`src/rtl/timer_ctrl.sv`:
```
// Programmable timer: TIMA counts falling edges of a divider tap selected by TAC,
// and on overflow reloads from TMA after a fixed delay and raises a one-cycle irq.
module timer_ctrl #(
  parameter int unsigned RELOAD_DELAY = 4,
  parameter int unsigned DIV_WIDTH    = 16
) (
  input  logic                 clk,
  input  logic                 nreset,
  input  logic [DIV_WIDTH-1:0] div,
  input  logic                 sel,
  input  logic [1:0]           addr,
  input  logic                 wr,
  input  logic                 rd,
  input  logic [7:0]           din,
  output logic [7:0]           dout,
  output logic                 div_reset,
  output logic                 irq
);

  localparam int unsigned CW = (RELOAD_DELAY > 1) ? $clog2(RELOAD_DELAY) : 1;

  typedef enum logic [1:0] {RUN, WAIT, RELOAD} state_t;

  state_t        state, state_nxt;
  logic [7:0]    tima, tima_nxt;
  logic [7:0]    tma;
  logic [2:0]    tac;
  logic [CW-1:0] cnt, cnt_nxt;
  logic          tick, tick_q, tap, inc;
  logic          wr_div, wr_tima, wr_tma, wr_tac;
  logic          unused_div;

  assign unused_div = ^div;

  always_comb begin
    wr_div  = sel && wr && (addr == 2'd0);
    wr_tima = sel && wr && (addr == 2'd1);
    wr_tma  = sel && wr && (addr == 2'd2);
    wr_tac  = sel && wr && (addr == 2'd3);
  end

  always_comb begin
    tap = 1'b0;
    case (tac[1:0])
      2'b00: tap = div[9];
      2'b01: tap = div[3];
      2'b10: tap = div[5];
      2'b11: tap = div[7];
      default: tap = 1'b0;
    endcase
    tick = tac[2] & tap;
    // A TAC write or divider clear that drops the tick counts as a real edge.
    inc  = tick_q & ~tick;
  end

  // State register together with the datapath it sequences.
  always_ff @(posedge clk or negedge nreset) begin
    if (!nreset) begin
      state     <= RUN;
      tima      <= '0;
      cnt       <= '0;
      tma       <= '0;
      tac       <= '0;
      tick_q    <= 1'b0;
      div_reset <= 1'b0;
    end else begin
      state     <= state_nxt;
      tima      <= tima_nxt;
      cnt       <= cnt_nxt;
      tick_q    <= tick;
      div_reset <= wr_div;
      if (wr_tma) tma <= din;
      if (wr_tac) tac <= din[2:0];
    end
  end

  always_comb begin
    state_nxt = state;
    tima_nxt  = tima;
    cnt_nxt   = cnt;
    case (state)
      RUN: begin
        if (wr_tima) begin
          tima_nxt = din;
        end else if (inc) begin
          if (tima == 8'hFF) begin
            tima_nxt  = '0;
            cnt_nxt   = CW'(RELOAD_DELAY - 1);
            state_nxt = WAIT;
          end else begin
            tima_nxt = tima + 8'd1;
          end
        end
      end
      WAIT: begin
        if (wr_tima) begin
          tima_nxt  = din;
          state_nxt = RUN;
        end else if (cnt == '0) begin
          tima_nxt  = tma;
          state_nxt = RELOAD;
        end else begin
          cnt_nxt = cnt - 1'b1;
        end
      end
      RELOAD: begin
        state_nxt = RUN;
        // TIMA writes are swallowed here, but a TMA write also lands in TIMA.
        if (wr_tma) tima_nxt = din;
      end
      default: state_nxt = RUN;
    endcase
  end

  always_comb begin
    irq = (state == RELOAD);
  end

  always_comb begin
    dout = '0;
    if (sel && rd) begin
      case (addr)
        2'd0: dout = div[15:8];
        2'd1: dout = tima;
        2'd2: dout = tma;
        2'd3: dout = {5'b11111, tac};
        default: dout = '0;
      endcase
    end
  end

endmodule
```
`config.mk`:
```
export PLATFORM = sky130hd
export DESIGN_NAME = timer_ctrl
export DESIGN_NICKNAME = d
export VERILOG_FILES = /design/src/rtl/timer_ctrl.sv
export SDC_FILE = /design/constraint.sdc
export NUM_CORES = 1
export LEC_CHECK = 0
export ABC_AREA = 0
export BUFFER_PORTS_ARGS = -buffer_cell sky130_fd_sc_hd__buf_4
export CORE_ASPECT_RATIO = 1.1
export CORE_MARGIN = 5
export CORE_UTILIZATION = 38
export DETAILED_ROUTE_END_ITERATION = 7
export PLACE_DENSITY = 0.67
export SLEW_MARGIN = 20
export SYNTH_ARGS = -nofsm -noshare
export SYNTH_HDL_FRONTEND = slang
export SYNTH_SLANG_ARGS = --single-unit
```
`constraint.sdc`:
```
create_clock -name clk -period 4.63 [get_ports clk]
set_clock_uncertainty 0.05 [all_clocks]
set_input_delay 0.926 -clock clk [delete_from_list [all_inputs] [get_ports clk]]
set_output_delay 0.926 -clock clk [all_outputs]
set_load 0.02 [all_outputs]
```
==> results.md <==
- Status: complete, no violations
- Area growth, synth to finish: 18.1%
- FF/Latch Area: between 600 and 700 um^2
- Skew-Pair Late Insertion Delay: ~0.27 ns
- Hold_sp: cnt[0]
- Fmax: around 0.34 GHz
- Routed Antenna Nets: 0
- Drt total wl: between 4 and 5 mm
- Synthesized area per cell: between 9 and 10 um^2
- Post-synth cell types: 47
- Flop pwr share: between 30 and 40%
- Clock Pin Slew Worst Setup and Hold Paths: 0.09 ns
- Post-cts sizing count: 0
- Number of flops mapped to enable cells by yosys: 0
- Top_reg_cell synth: dfrtp_1
- Drt wl/cell: 16.8 um
- Post-synth top area cell: dfrtp_1
- Total Routing Usage GR: between 10% and 20%
- Initial antenna violation count: 0
- Pint: 0.565 mW
- WHS Endpoint: cnt[0]
- Clock share of power: about 14%
- Seq/Total Area, Yosys: 34.2%
- Initial Util: 39.3%
- First-pass GRT wire length: ~8.1 mm
- Hold depth: 1
- Via density: just under 6
- CP required: ~3.7 ns
- Reg2reg setup slack: between 2 and 2.5 ns
- Setup TNS: 0 ns
- Most area-consuming cells after synthesis: dfrtp_1 34%, mux2_2 9.2%, nand2_1 7.8%, ha_1 4.1%, mux4_2 3.7%
- Synth Register Bits: 25
- Post-CTS setup buffers: 0
- Via count: around 1700
- I/O Buffers: 35
- Syn. warnings: 0
- Reg-to-Reg End: tima[5]
- Fillers: roughly 460
- Final nets: 269
- TritonRoute pass-1 iters: 4
- Post-route DRC violation count: 0
- Ant. Diodes: 0
- Hold crit path type: reg2reg
- Logic gate share of total power: 49.6%
- Final Critical Period: 2.94 ns
- Die area: approximately 6300 um^2
- Final setup vio count: 0
- Reg-to-Reg Start: state[1]
- Pwr dens: ~450 nW/um^2
- Switching Share: between 40% and 50%
- Clk buf depth: 2
- Worst setup EP type: output pin
- Async set-reset flop share out of synthesis: between 90% and 100%
- Die height: between 80 and 90 um
- H-tree Lvls: 1
- Cts bufs inserted: 3
- Synthesized instance count: ~200
- Core ar.: between 4000 and 5000 um^2
- CP max FO: 14
- Syn nets: 239
- Total power: 0.982 mW
- Io pins: between 40 and 50
- Leak: ~0.96 nW
- Multi-input gate area: 1120 um^2
- Largest net degree at the start of global routing: 26
- R2r worst-path depth: 7
- Maxcap violations: 0
- RSZ-0062 raised after global routing: false
- Iter 0 DRT Violations: 113
- TritonCTS clock tree: built
- Synth Cell Area: 1830 um^2
- Root buf cell: clkbuf_8
- Layout cells sized above 1: ~28%
- Slew margin rel.: 46.0%
- Global route overflow: 0
- Vias in the first global route: roughly 1600
- CP Class: in2out
- Die width: about 76 um
- Worst-Margin Slew: just over 0.8 ns
- Placer congestion estimate: slightly above 0.8
- Hold buffers post-CTS: 0
- Slew Viols, Final: 0
- Tcrit/Tclk final: between 60% and 70%
- Top cell type's share of synthesized area: about a third
- Psw: between 0.4 and 0.5 mW
- Final Hold Vio Count: 0
- Most numerous cell in the Yosys netlist: nand2_1
- CTS Sinks: 25
- Num rows: 26
- Worst setup SP type: input pin
- Worst EP arrival: between 1.5 and 2 ns
- Post-synth top cells: 38 x nand2_1, 25 x dfrtp_1, 15 x mux2_2, 9 x inv_1
- Peak supply drop: between 100 and 150 uV
- DP HPWL: 3.39 mm
cell usage in the layout (no fill, tap or decap), types with 7 or more instances in the layout:
cell type and n:
nand2_1 38, buf_4 35, dfrtp_1 25, mux2_2 15
inv_1 9, o22ai_1 8, nand3_1 8, a21oi_1 8
o21ai_1 7
cells by family (layout without fill, tap and decap cells):
| group | count (synthesis) | in the layout | synth area share, % |
|---|---|---|---|
| multiplexers | 20 | 20 | 14.0 |
| flip-flops | 25 | 25 | 34.2 |
| adder cells (fa/ha/maj) | 6 | 6 | 4.11 |
| buffers and inverters | 19 | 48 | 4.45 |
| AO/OA/AOI/OAI | 57 | 57 | 22.2 |
| AND/OR/NAND/NOR | 75 | 75 | 20.9 |
how the worst max path moves through the flow:
stage               startpoint       to
CTS                    addr[1]  dout[0]
floorplan              addr[1]  dout[2]
global placement       addr[1]  dout[2]
finish                 addr[1]  dout[0]
global route           addr[1]  dout[0]
detailed placement     addr[1]  dout[0]
through the flow:
step / utilization [%] / setup slack [ns] / hold slack (ns) / instance area [um^2] / std cells
floorplan: - / 1.70 / 0.406 / 1830 / 202
global placement: 45.4 / 1.70 / 0.424 / 2110 / 283
detailed placement: 45.4 / 1.68 / 0.431 / 2110 / 283
CTS: 46.4 / 1.68 / 0.445 / 2160 / 287
global route: 46.4 / 1.64 / 0.509 / 2160 / 287
finish: 46.4 / 1.69 / 0.443 / 2160 / 287
power by group through the flow:
stage / sequential [mW] / clock, mW / combinational (mW)
finish: 0.362 / 0.132 / 0.487
global route: 0.376 / 0.147 / 0.553
CTS: 0.361 / 0.138 / 0.488
detailed placement: 0.365 / 0 / 0.486
global placement: 0.361 / 0 / 0.478
floorplan: 0.340 / 0 / 0.390
critical path: stages:
cell,delay (ns)
buf_4,0.21
mux4_2,0.52
nor2b_1,0.14
buf_4,0.17
layer usage:
layer  wire [um]  share of wire [%]  up-vias  global-route usage (%)
met2        2460                 51       55                    29.7
met5           0                  0        -                       0
met3         284                5.9        6                    3.15
met4          68                1.4        0                    6.29
li1            -                  -      817                       -
met1        2010                 42      807                    18.2
state kept, by name, indices dropped and copies added (netlist names):
name / flops
tma: 8
div_reset: 1
state: 2
tick_q: 1
tima: 8
cnt: 2
tac: 3
area by class of cell:
cell class	instances	area share (%)
Clock buffer	3	1.91
Clock inverter	1	0.232
Inverter	9	1.56
Timing Repair Buffer	35	12.2
Sequential cell	25	29.0
Multi-Input combinational cell	158	51.9
Tap cell	56	3.24
Note: power is estimated with default switching activity, not from simulation.
